==> src/rtl/pipeline_stall_controller_if.sv <==
// Handshake bundle between the hazard detectors and the stall/flush sequencer.
// The sequencer uses the slave modport; the driving side uses master.
interface pipeline_stall_controller_if;
  logic        dmem_busy;
  logic        branch_taken;
  logic        muldiv_start;
  logic        muldiv_is_div;
  logic        load_use_hazard;
  logic        pc_write_en;
  logic        if_id_write_en;
  logic        id_ex_write_en;
  logic        ex_mem_write_en;
  logic        id_ex_bubble;
  logic        ex_mem_bubble;
  logic        mem_wb_bubble;
  logic        if_id_flush;
  logic        id_ex_flush;
  logic        muldiv_busy;
  logic [1:0]  state_out;
  logic [31:0] stall_count;

  modport master (
    output dmem_busy, branch_taken, muldiv_start, muldiv_is_div, load_use_hazard,
    input  pc_write_en, if_id_write_en, id_ex_write_en, ex_mem_write_en,
    input  id_ex_bubble, ex_mem_bubble, mem_wb_bubble, if_id_flush, id_ex_flush,
    input  muldiv_busy, state_out, stall_count
  );

  modport slave (
    input  dmem_busy, branch_taken, muldiv_start, muldiv_is_div, load_use_hazard,
    output pc_write_en, if_id_write_en, id_ex_write_en, ex_mem_write_en,
    output id_ex_bubble, ex_mem_bubble, mem_wb_bubble, if_id_flush, id_ex_flush,
    output muldiv_busy, state_out, stall_count
  );
endinterface

==> src/rtl/pipeline_stall_controller.sv <==
// Central stall/flush sequencer for the 5-stage RV32IM pipeline: arbitrates
// dmem wait, branch redirect, multi-cycle M-ops and load-use bubbles.
module pipeline_stall_controller #(
  parameter int MUL_CYCLES = 4,
  parameter int DIV_CYCLES = 33
) (
  input logic clk,
  input logic reset,
  pipeline_stall_controller_if.slave bus
);

  typedef enum logic [1:0] {
    RUN       = 2'd0,
    LU_BUBBLE = 2'd1,
    MULDIV    = 2'd2
  } state_t;

  // Counter preload is N-2: the first stall cycle happens while still in RUN.
  localparam logic [5:0] MUL_LOAD = 6'(MUL_CYCLES - 2);
  localparam logic [5:0] DIV_LOAD = 6'(DIV_CYCLES - 2);
  localparam bit         MUL_LONG = (MUL_CYCLES >= 2);
  localparam bit         DIV_LONG = (DIV_CYCLES >= 2);

  state_t      state;
  state_t      state_nx;
  logic [5:0]  cnt;
  logic [5:0]  cnt_nx;
  logic [31:0] stall_cnt;

  logic pc_we, if_id_we, id_ex_we, ex_mem_we;
  logic id_ex_bub, ex_mem_bub, mem_wb_bub;
  logic if_id_fl, id_ex_fl;
  logic busy;

  always_comb begin
    pc_we      = 1'b1;
    if_id_we   = 1'b1;
    id_ex_we   = 1'b1;
    ex_mem_we  = 1'b1;
    id_ex_bub  = 1'b0;
    ex_mem_bub = 1'b0;
    mem_wb_bub = 1'b0;
    if_id_fl   = 1'b0;
    id_ex_fl   = 1'b0;
    busy       = 1'b0;
    state_nx   = state;
    cnt_nx     = cnt;

    if (reset) begin
      pc_we     = 1'b0;
      if_id_we  = 1'b0;
      id_ex_we  = 1'b0;
      ex_mem_we = 1'b0;
      state_nx  = RUN;
      cnt_nx    = '0;
    end else if (bus.dmem_busy) begin
      // Full freeze: everything holds, only MEM/WB receives a NOP.
      pc_we      = 1'b0;
      if_id_we   = 1'b0;
      id_ex_we   = 1'b0;
      ex_mem_we  = 1'b0;
      mem_wb_bub = 1'b1;
      busy       = (state == MULDIV);
    end else begin
      case (state)
        RUN: begin
          if (bus.branch_taken) begin
            if_id_fl = 1'b1;
            id_ex_fl = 1'b1;
          end else if (bus.muldiv_start) begin
            if (bus.muldiv_is_div ? DIV_LONG : MUL_LONG) begin
              pc_we      = 1'b0;
              if_id_we   = 1'b0;
              id_ex_we   = 1'b0;
              ex_mem_bub = 1'b1;
              busy       = 1'b1;
              cnt_nx     = bus.muldiv_is_div ? DIV_LOAD : MUL_LOAD;
              state_nx   = MULDIV;
            end
          end else if (bus.load_use_hazard) begin
            pc_we     = 1'b0;
            if_id_we  = 1'b0;
            id_ex_bub = 1'b1;
            state_nx  = LU_BUBBLE;
          end
        end
        LU_BUBBLE: begin
          // A lagging load_use_hazard must not insert a second bubble.
          if (bus.branch_taken) begin
            if_id_fl = 1'b1;
            id_ex_fl = 1'b1;
          end
          state_nx = RUN;
        end
        MULDIV: begin
          if (cnt != '0) begin
            pc_we      = 1'b0;
            if_id_we   = 1'b0;
            id_ex_we   = 1'b0;
            ex_mem_bub = 1'b1;
            busy       = 1'b1;
            cnt_nx     = cnt - 6'd1;
          end else begin
            state_nx = RUN;
          end
        end
        default: state_nx = RUN;
      endcase
    end
  end

  always_ff @(posedge clk) begin
    state <= state_nx;
    cnt   <= cnt_nx;
    if (reset)
      stall_cnt <= '0;
    else if (!pc_we)
      stall_cnt <= stall_cnt + 32'd1;
  end

  assign bus.pc_write_en     = pc_we;
  assign bus.if_id_write_en  = if_id_we;
  assign bus.id_ex_write_en  = id_ex_we;
  assign bus.ex_mem_write_en = ex_mem_we;
  assign bus.id_ex_bubble    = id_ex_bub;
  assign bus.ex_mem_bubble   = ex_mem_bub;
  assign bus.mem_wb_bubble   = mem_wb_bub;
  assign bus.if_id_flush     = if_id_fl;
  assign bus.id_ex_flush     = id_ex_fl;
  assign bus.muldiv_busy     = busy;
  assign bus.state_out       = state;
  assign bus.stall_count     = stall_cnt;

endmodule

==> src/flat_wrapper.sv <==
// flat-port wrapper written by rule: the top's interface ports become plain ports
module pipeline_stall_controller_flat 
#(
  parameter int MUL_CYCLES = 4,
  parameter int DIV_CYCLES = 33
)
  (clk, reset, bus_dmem_busy, bus_branch_taken, bus_muldiv_start, bus_muldiv_is_div, bus_load_use_hazard, bus_pc_write_en, bus_if_id_write_en, bus_id_ex_write_en, bus_ex_mem_write_en, bus_id_ex_bubble, bus_ex_mem_bubble, bus_mem_wb_bubble, bus_if_id_flush, bus_id_ex_flush, bus_muldiv_busy, bus_state_out, bus_stall_count);
  pipeline_stall_controller_if bus_i ();
  input logic clk;
  input logic reset;
  input wire logic [$bits(bus_i.dmem_busy)-1:0] bus_dmem_busy;
  input wire logic [$bits(bus_i.branch_taken)-1:0] bus_branch_taken;
  input wire logic [$bits(bus_i.muldiv_start)-1:0] bus_muldiv_start;
  input wire logic [$bits(bus_i.muldiv_is_div)-1:0] bus_muldiv_is_div;
  input wire logic [$bits(bus_i.load_use_hazard)-1:0] bus_load_use_hazard;
  output wire logic [$bits(bus_i.pc_write_en)-1:0] bus_pc_write_en;
  output wire logic [$bits(bus_i.if_id_write_en)-1:0] bus_if_id_write_en;
  output wire logic [$bits(bus_i.id_ex_write_en)-1:0] bus_id_ex_write_en;
  output wire logic [$bits(bus_i.ex_mem_write_en)-1:0] bus_ex_mem_write_en;
  output wire logic [$bits(bus_i.id_ex_bubble)-1:0] bus_id_ex_bubble;
  output wire logic [$bits(bus_i.ex_mem_bubble)-1:0] bus_ex_mem_bubble;
  output wire logic [$bits(bus_i.mem_wb_bubble)-1:0] bus_mem_wb_bubble;
  output wire logic [$bits(bus_i.if_id_flush)-1:0] bus_if_id_flush;
  output wire logic [$bits(bus_i.id_ex_flush)-1:0] bus_id_ex_flush;
  output wire logic [$bits(bus_i.muldiv_busy)-1:0] bus_muldiv_busy;
  output wire logic [$bits(bus_i.state_out)-1:0] bus_state_out;
  output wire logic [$bits(bus_i.stall_count)-1:0] bus_stall_count;
  assign bus_i.dmem_busy = bus_dmem_busy;
  assign bus_i.branch_taken = bus_branch_taken;
  assign bus_i.muldiv_start = bus_muldiv_start;
  assign bus_i.muldiv_is_div = bus_muldiv_is_div;
  assign bus_i.load_use_hazard = bus_load_use_hazard;
  assign bus_pc_write_en = bus_i.pc_write_en;
  assign bus_if_id_write_en = bus_i.if_id_write_en;
  assign bus_id_ex_write_en = bus_i.id_ex_write_en;
  assign bus_ex_mem_write_en = bus_i.ex_mem_write_en;
  assign bus_id_ex_bubble = bus_i.id_ex_bubble;
  assign bus_ex_mem_bubble = bus_i.ex_mem_bubble;
  assign bus_mem_wb_bubble = bus_i.mem_wb_bubble;
  assign bus_if_id_flush = bus_i.if_id_flush;
  assign bus_id_ex_flush = bus_i.id_ex_flush;
  assign bus_muldiv_busy = bus_i.muldiv_busy;
  assign bus_state_out = bus_i.state_out;
  assign bus_stall_count = bus_i.stall_count;
  pipeline_stall_controller #(.MUL_CYCLES(MUL_CYCLES), .DIV_CYCLES(DIV_CYCLES)) u_core (.clk(clk), .reset(reset), .bus(bus_i));
endmodule
==> config.mk <==
export PLATFORM = sky130hd
export DESIGN_NAME = pipeline_stall_controller_flat
export DESIGN_NICKNAME = d
export VERILOG_FILES = /design/src/rtl/pipeline_stall_controller_if.sv /design/src/rtl/pipeline_stall_controller.sv /design/src/flat_wrapper.sv
export SDC_FILE = /design/constraint.sdc
export NUM_CORES = 1
export LEC_CHECK = 0
export ABC_CLOCK_PERIOD_IN_PS = 2400
export CAP_MARGIN = 15
export CORE_ASPECT_RATIO = 0.9
export CORE_MARGIN = 5
export CORE_UTILIZATION = 49
export DETAILED_ROUTE_END_ITERATION = 6
export HOLD_SLACK_MARGIN = 0.12
export PLACE_DENSITY_LB_ADDON = 0.2
export SLEW_MARGIN = 10
export SYNTH_ARGS = -nofsm -noshare
export SYNTH_HDL_FRONTEND = slang
export SYNTH_SLANG_ARGS = --single-unit
==> constraint.sdc <==
create_clock -name clk -period 2.4 [get_ports clk]
set_input_delay 0.24 -clock clk [delete_from_list [all_inputs] [get_ports clk]]
set_output_delay 0.24 -clock clk [all_outputs]
set_load 0.01 [all_outputs]
==> metrics, run 1 <==
post-route clock skew 0.01012 ns; maxcap violations 0; internal power 1066 uW; Port Buffers 50; Yosys reg bits 40; total negative setup slack 0 ns; setup violators final 0; RSZ-0062 raised after global routing yes; Fin. Hold Viols 0; Leak Pwr 0.0009767 uW; Clock Path Buffers 2; die footprint 0.005784 mm^2; vias in the first global route 1897; # fillers 355; via density per instance 5.586; P_sw 338.3 uW; Max Slew Vio Count 0; worst skew pair latency 0.29 ns; final WL 5259 um; hold depth 2; n_diodes 0; total CTS buffers 5; CP arrival 2.04 ns; CTS tree yes; Pwr Density 491.4 mW/mm^2; Seq/Total Area, Yosys 0.3747; ys async rst share 0; Die Height 72.65 um; post-synthesis cell type count 48; Finished Core Util 0.6875; Hold-fix buffers, CTS 0; DR pass1 iterations 4; Flop pwr share 0.495; CP max FO 4; peak supply drop 0.3335 mV; DR DRC count 0; Global Route Usage Sum 0.1897; Hold Crit Class reg -> reg; row cnt 22; first-pass GRT wire length 8845 um; CP Launch Type register; Slew headroom 0.6108; wire per inst 14.14 um; ys flop type dfxtp_1; Crit. End Element primary output; Worst-Margin Slew 0.5818 ns; R2R cell count 5; layout cells sized above 1 0.1090; Mapped Cells 256; Final GP Congestion 0.8061; largest net degree at the start of global routing 35; post-synthesis net count 266; Achievable Freq 0.4387 GHz; H-tree lvl count 2; CTS sink count 40; clock share of power 0.382; fraction of power spent switching nets 0.2409; Initial Utilization 0.5141; share of total power in combinational logic 0.123; via count 2078; clk slew on worst S/H paths 0.08 ns; Core Region 0.004156 mm^2; die width 79.61 um; Syn. warnings 0; EDFF count, synth 0; crit share post-route 0.9497; post-layout min period 2.279 ns; outcome complete, no violations; CP required 2.16 ns; Iter 0 DRT Violations 181; CTS root buffer clkbuf_8; Hold Slack 0.4874 ns; io pins 51; syn_area_per_cell 8.348 um^2; fin nets 321; WS Path Type reg -> out; initial antenna violation count 0; DP HPWL 3828 um; GRT Residual Overflow 0; Layout area overhead 33.72%; remaining antenna violation count 0; mapped cell area 0.002137 mm^2
[state kept, by name, summed over array words and instances, names as in the netlist]
register,count
u_core.bus.stall_count,32
u_core.bus.state_out,2
u_core.cnt,6
[cells in the final DEF (no fill, tap or decap), types with 4 or more instances in the layout]
cell             netlist  final
dfxtp_1               40     40
or3_1                 11     11
clkbuf_8               0      5
nor2_1                24     23
o21ai_0               16     16
a21oi_1               26     26
xor2_1                 6      6
nor2b_1                4      4
nor3_1                 4      4
nand2_1               17     17
nand3_1                9      9
or4_1                  7      7
buf_4                  3     15
o2111ai_1              7      7
clkdlybuf4s50_1        0     49
and3_1                 4      4
inv_1                  8      8
o31ai_1               10     10
xnor2_1                5      5
[final timing paths]
kind	slack (ns)	end	startpoint
max	0.12	bus_muldiv_busy	u_core.cnt[0]$_SDFFE_PP0P_
max reg2reg	0.30	u_core.bus.stall_count[9]$_SDFFE_PP0N_	u_core.bus.state_out[1]$_SDFFE_PP0P_
min reg2reg	0.49	u_core.bus.stall_count[31]$_SDFFE_PP0N_	u_core.bus.stall_count[31]$_SDFFE_PP0N_
min	0.49	u_core.bus.stall_count[31]$_SDFFE_PP0N_	u_core.bus.stall_count[31]$_SDFFE_PP0N_
[cell type report]
type / instances / area [um^2] / area share
Inverter: 8 / 30.03 / 0.01051
Sequential cell: 40 / 800.8 / 0.2802
Clock inverter: 2 / 35.03 / 0.01226
Tap cell: 60 / 75.07 / 0.02627
Timing Repair Buffer: 65 / 611.8 / 0.2141
Clock buffer: 6 / 72.57 / 0.02539
Multi-Input combinational cell: 191 / 1232 / 0.4313
[power groups by stage]
stage / Sequential [uW] / Combinational (uW) / Clock (uW)
3_5_place_dp: 709 / 170 / 0
6_report: 695 / 173 / 537
2_1_floorplan: 707 / 97.6 / 0
4_1_cts: 693 / 170 / 551
3_3_place_gp: 709 / 168 / 0
5_1_grt: 697 / 190 / 574
[cell families (layout without fill, tap and decap cells)]
group	Yosys count	in the layout	share of synthesized area
simple gates	99	99	0.2623
buf+inv	25	81	0.05562
xor+xnor	11	11	0.04508
mux	2	2	0.009368
compound gates	76	76	0.2354
flops	40	40	0.3747
fa+ha+maj	3	3	0.01757
[metal layers]
metal  GRT usage  vias to the layer above  part of all wire
met5           0                        -                 0
met4     0.04008                        0            0.0051
met2      0.2919                       59              0.45
met3     0.05926                        2             0.063
met1      0.2620                      966              0.48
li1            -                     1051                 -
[cell usage after synthesis, types with 2 or more instances]
master     instances  area [um^2]
a222oi_1           2        20.02
xor2_1             6        52.55
xnor2_1            5        43.79
nor2_1            24        90.09
buf_4              3        22.52
nand4_1            2        12.51
buf_2              5        25.02
nand2_1           17        63.81
nor4_1             3        18.77
clkbuf_1           7        26.28
a21oi_1           26        130.1
and2_1             2        12.51
dfxtp_1           40        800.8
or4_1              7        52.55
ha_1               3        37.54
o211ai_1           2        15.01
mux2i_1            2        20.02
and3_1             4        25.02
o2111ai_1          7        61.31
nand3_1            9        45.04
or3_1             11        68.82
o21ai_0           16        80.08
o31ai_1           10        75.07
o21ai_1            2        10.01
a31oi_1            2        12.51
nor2b_1            4        25.02
nor3_1             4        20.02
inv_1              8        30.03
nand3b_1           2        15.01
nand2b_1           3        18.77
[per-stage QoR]
step | worst slack [ns] | area (um^2) | std cells | power, uW
after global routing | -0.02040 | 2858 | 372 | 1461
after global placement | 0.08687 | 2736 | 364 | 876.2
final | 0.1207 | 2858 | 372 | 1404
after detailed placement | -0.02134 | 2736 | 364 | 878.7
after CTS | 0.08395 | 2843 | 372 | 1414
after floorplan | 0.5169 | 2137 | 256 | 804.6
[repair_timing]
item                                   4_1_cts  5_1_grt
endpoints found under the hold margin        0        0
gates resized for setup                      2        3
setup endpoints to repair                    2        6
setup buffers                                0        0
[critical path: stages (launching register included)]
cell	delay [ns]
dfxtp_1	0.37
inv_1	0.08
ha_1	0.23
a21boi_1	0.23
o21ai_0	0.13
a21oi_1	0.17
clkdlybuf4s50_1	0.56
(Power assumes the default switching activity.)
==> inputs of run 2 (changes only) <==
--- a/config.mk
+++ b/config.mk
@@ -12,7 +12,7 @@
 export CORE_UTILIZATION = 49
 export DETAILED_ROUTE_END_ITERATION = 6
 export HOLD_SLACK_MARGIN = 0.12
-export PLACE_DENSITY_LB_ADDON = 0.2
+export PLACE_DENSITY = 0.79
 export SLEW_MARGIN = 10
 export SYNTH_ARGS = -nofsm -noshare
 export SYNTH_HDL_FRONTEND = slang
==> metrics, run 2 (same netlist as run 1, synthesis figures left out) <==
via density per instance 5.591; CTS sink count 40; maxcap violations 0; CTS tree yes; H-tree lvl count 2; remaining antenna violation count 0; DR pass1 iterations 4; Leak Pwr 0.0009775 uW; Global Route Usage Sum 0.1970; clk slew on worst S/H paths 0.08 ns; Hold Path End u_core.bus.stall_count[31]$_SDFFE_PP0N_; # fillers 347; final setup margin 0.1425 ns; most common cell after layout, fill and taps aside clkdlybuf4s50_1; DP HPWL 3756 um; largest net degree at the start of global routing 45; first-pass GRT wire length 9211 um; total CTS buffers 5; number of flip-flops in the largest register 32; Pwr Density 491.4 mW/mm^2; Worst R2R End u_core.bus.stall_count[7]$_SDFFE_PP0N_; Finished Core Util 0.6896; initial antenna violation count 0; CP Launch Type register; R2R cell count 7; layout cells sized above 1 0.1122; Die Height 72.65 um; CP required 2.16 ns; Worst Hold Launch u_core.bus.stall_count[31]$_SDFFE_PP0N_; post-layout min period 2.257 ns; Fin. Hold Viols 0; RR Startpoint u_core.cnt[0]$_SDFFE_PP0P_; Crit. End Element primary output; grt met2 use 0.3197; Slew headroom 0.6455; total negative setup slack 0 ns; fin nets 321; GRT Residual Overflow 0; Iter 0 DRT Violations 129; crit share post-route 0.9406; R2R Setup Slk 0.20 ns; Port Buffers 50; post-route clock skew 0.006038 ns; Place WS 0.1039 ns; wire per inst 14.19 um; Worst-Margin Slew 0.5317 ns; most crowded layer after global routing met2; peak supply drop 0.3988 mV; setup violators final 0; io pins 51; DR DRC count 0; vias in the first global route 2000; via count 2080; die footprint 0.005784 mm^2; met3 Usage GRT 0.04198; CTS root buffer clkbuf_8; Hold Crit Class reg -> reg; CP arrival 2.02 ns; row cnt 22; RSZ-0062 raised after global routing no; CP max FO 7; outcome complete, no violations; worst skew pair latency 0.29 ns; Achievable Freq 0.4430 GHz; Layout area overhead 34.13%; total power 1409 uW; n_diodes 0; commonest cells after routing, fill and taps aside 49 x clkdlybuf4s50_1, 40 x dfxtp_1, 25 x a21oi_1; Clock Path Buffers 2; Final GP Congestion 0.7943; final WL 5280 um; GR Layer Usage met1 0.2633; Hold Slack 0.4817 ns; WS Path Type reg -> out; Core Region 0.004156 mm^2; die width 79.61 um; Initial Utilization 0.5141; hold depth 2; Max Slew Vio Count 0
## run 2: cell count changes in the layout (fill, tap and decap cells not counted)
cell      before  now
a21boi_2       0    1
o21ai_2        2    1
o21ai_1        1    2
a21boi_1       1    0
a21oi_1       26   25
nor2_2         1    0
a21oi_2        0    1
nor2_4         0    1
## run 2: final cells by class
type	instances	area, um^2	share of cell area
timing repair buffer	65	611.8	0.2134
sequential	40	800.8	0.2794
clock buffer	6	72.57	0.02532
inverter	8	30.03	0.01048
clock inverter	2	35.03	0.01222
multi-input combinational	191	1241	0.4330
tap	60	75.07	0.02619
## run 2: metal layers
layer,share of wire,vias up
li1,-,1059
met1,0.49,977
met2,0.46,39
met3,0.034,5
met4,0.0089,0
met5,0,-
## run 2: worst max path at each step
stage                               startpoint                 end  slack (ns)
finish              u_core.cnt[0]$_SDFFE_PP0P_     bus_pc_write_en        0.14
global route        u_core.cnt[0]$_SDFFE_PP0P_  bus_if_id_write_en       0.006
CTS                 u_core.cnt[5]$_SDFFE_PP0P_     bus_pc_write_en        0.01
detailed placement            bus_branch_taken   bus_ex_mem_bubble        0.10
global placement              bus_branch_taken   bus_ex_mem_bubble        0.14
floorplan                        bus_dmem_busy     bus_pc_write_en        0.52
## run 2: critical path, cell delays in order, from the launching register on
cell and delay, ns:
dfxtp_1 0.37, inv_1 0.08, ha_1 0.26, a21oi_2 0.40
nor2_4 0.11, clkdlybuf4s50_1 0.50
## run 2: repair_timing
item                                   4_1_cts  5_1_grt
hold buffers                                 0        0
gates resized for setup                      4        3
endpoints found under the hold margin        0        0
setup endpoints to repair                    3        4
pin swaps                                    0        0
buffers inserted                             0        0
## run 2: per-stage QoR
stage          instances  instance area [um^2]
2_1_floorplan        256                  2137
3_3_place_gp         364                  2736
3_5_place_dp         364                  2736
4_1_cts              372                  2849
5_1_grt              372                  2867
6_report             372                  2867
## run 2: power by group
group / switching, uW / internal, uW / total, uW / leakage, uW
registers: 17.6 / 676 / 693 / 0.000323
logic: 94.5 / 82.7 / 177 / 0.000599
clock network: 230 / 309 / 538 / 0.0000552
==> inputs of run 3 (changes only) <==
--- a/config.mk
+++ b/config.mk
@@ -10,6 +10,7 @@
 export CORE_ASPECT_RATIO = 0.9
 export CORE_MARGIN = 5
 export CORE_UTILIZATION = 49
+export CTS_CLUSTER_SIZE = 12
 export DETAILED_ROUTE_END_ITERATION = 6
 export HOLD_SLACK_MARGIN = 0.12
 export PLACE_DENSITY = 0.79
==> results of run 3 <==
Final layout, timing and power as in run 2 (identical DEF).
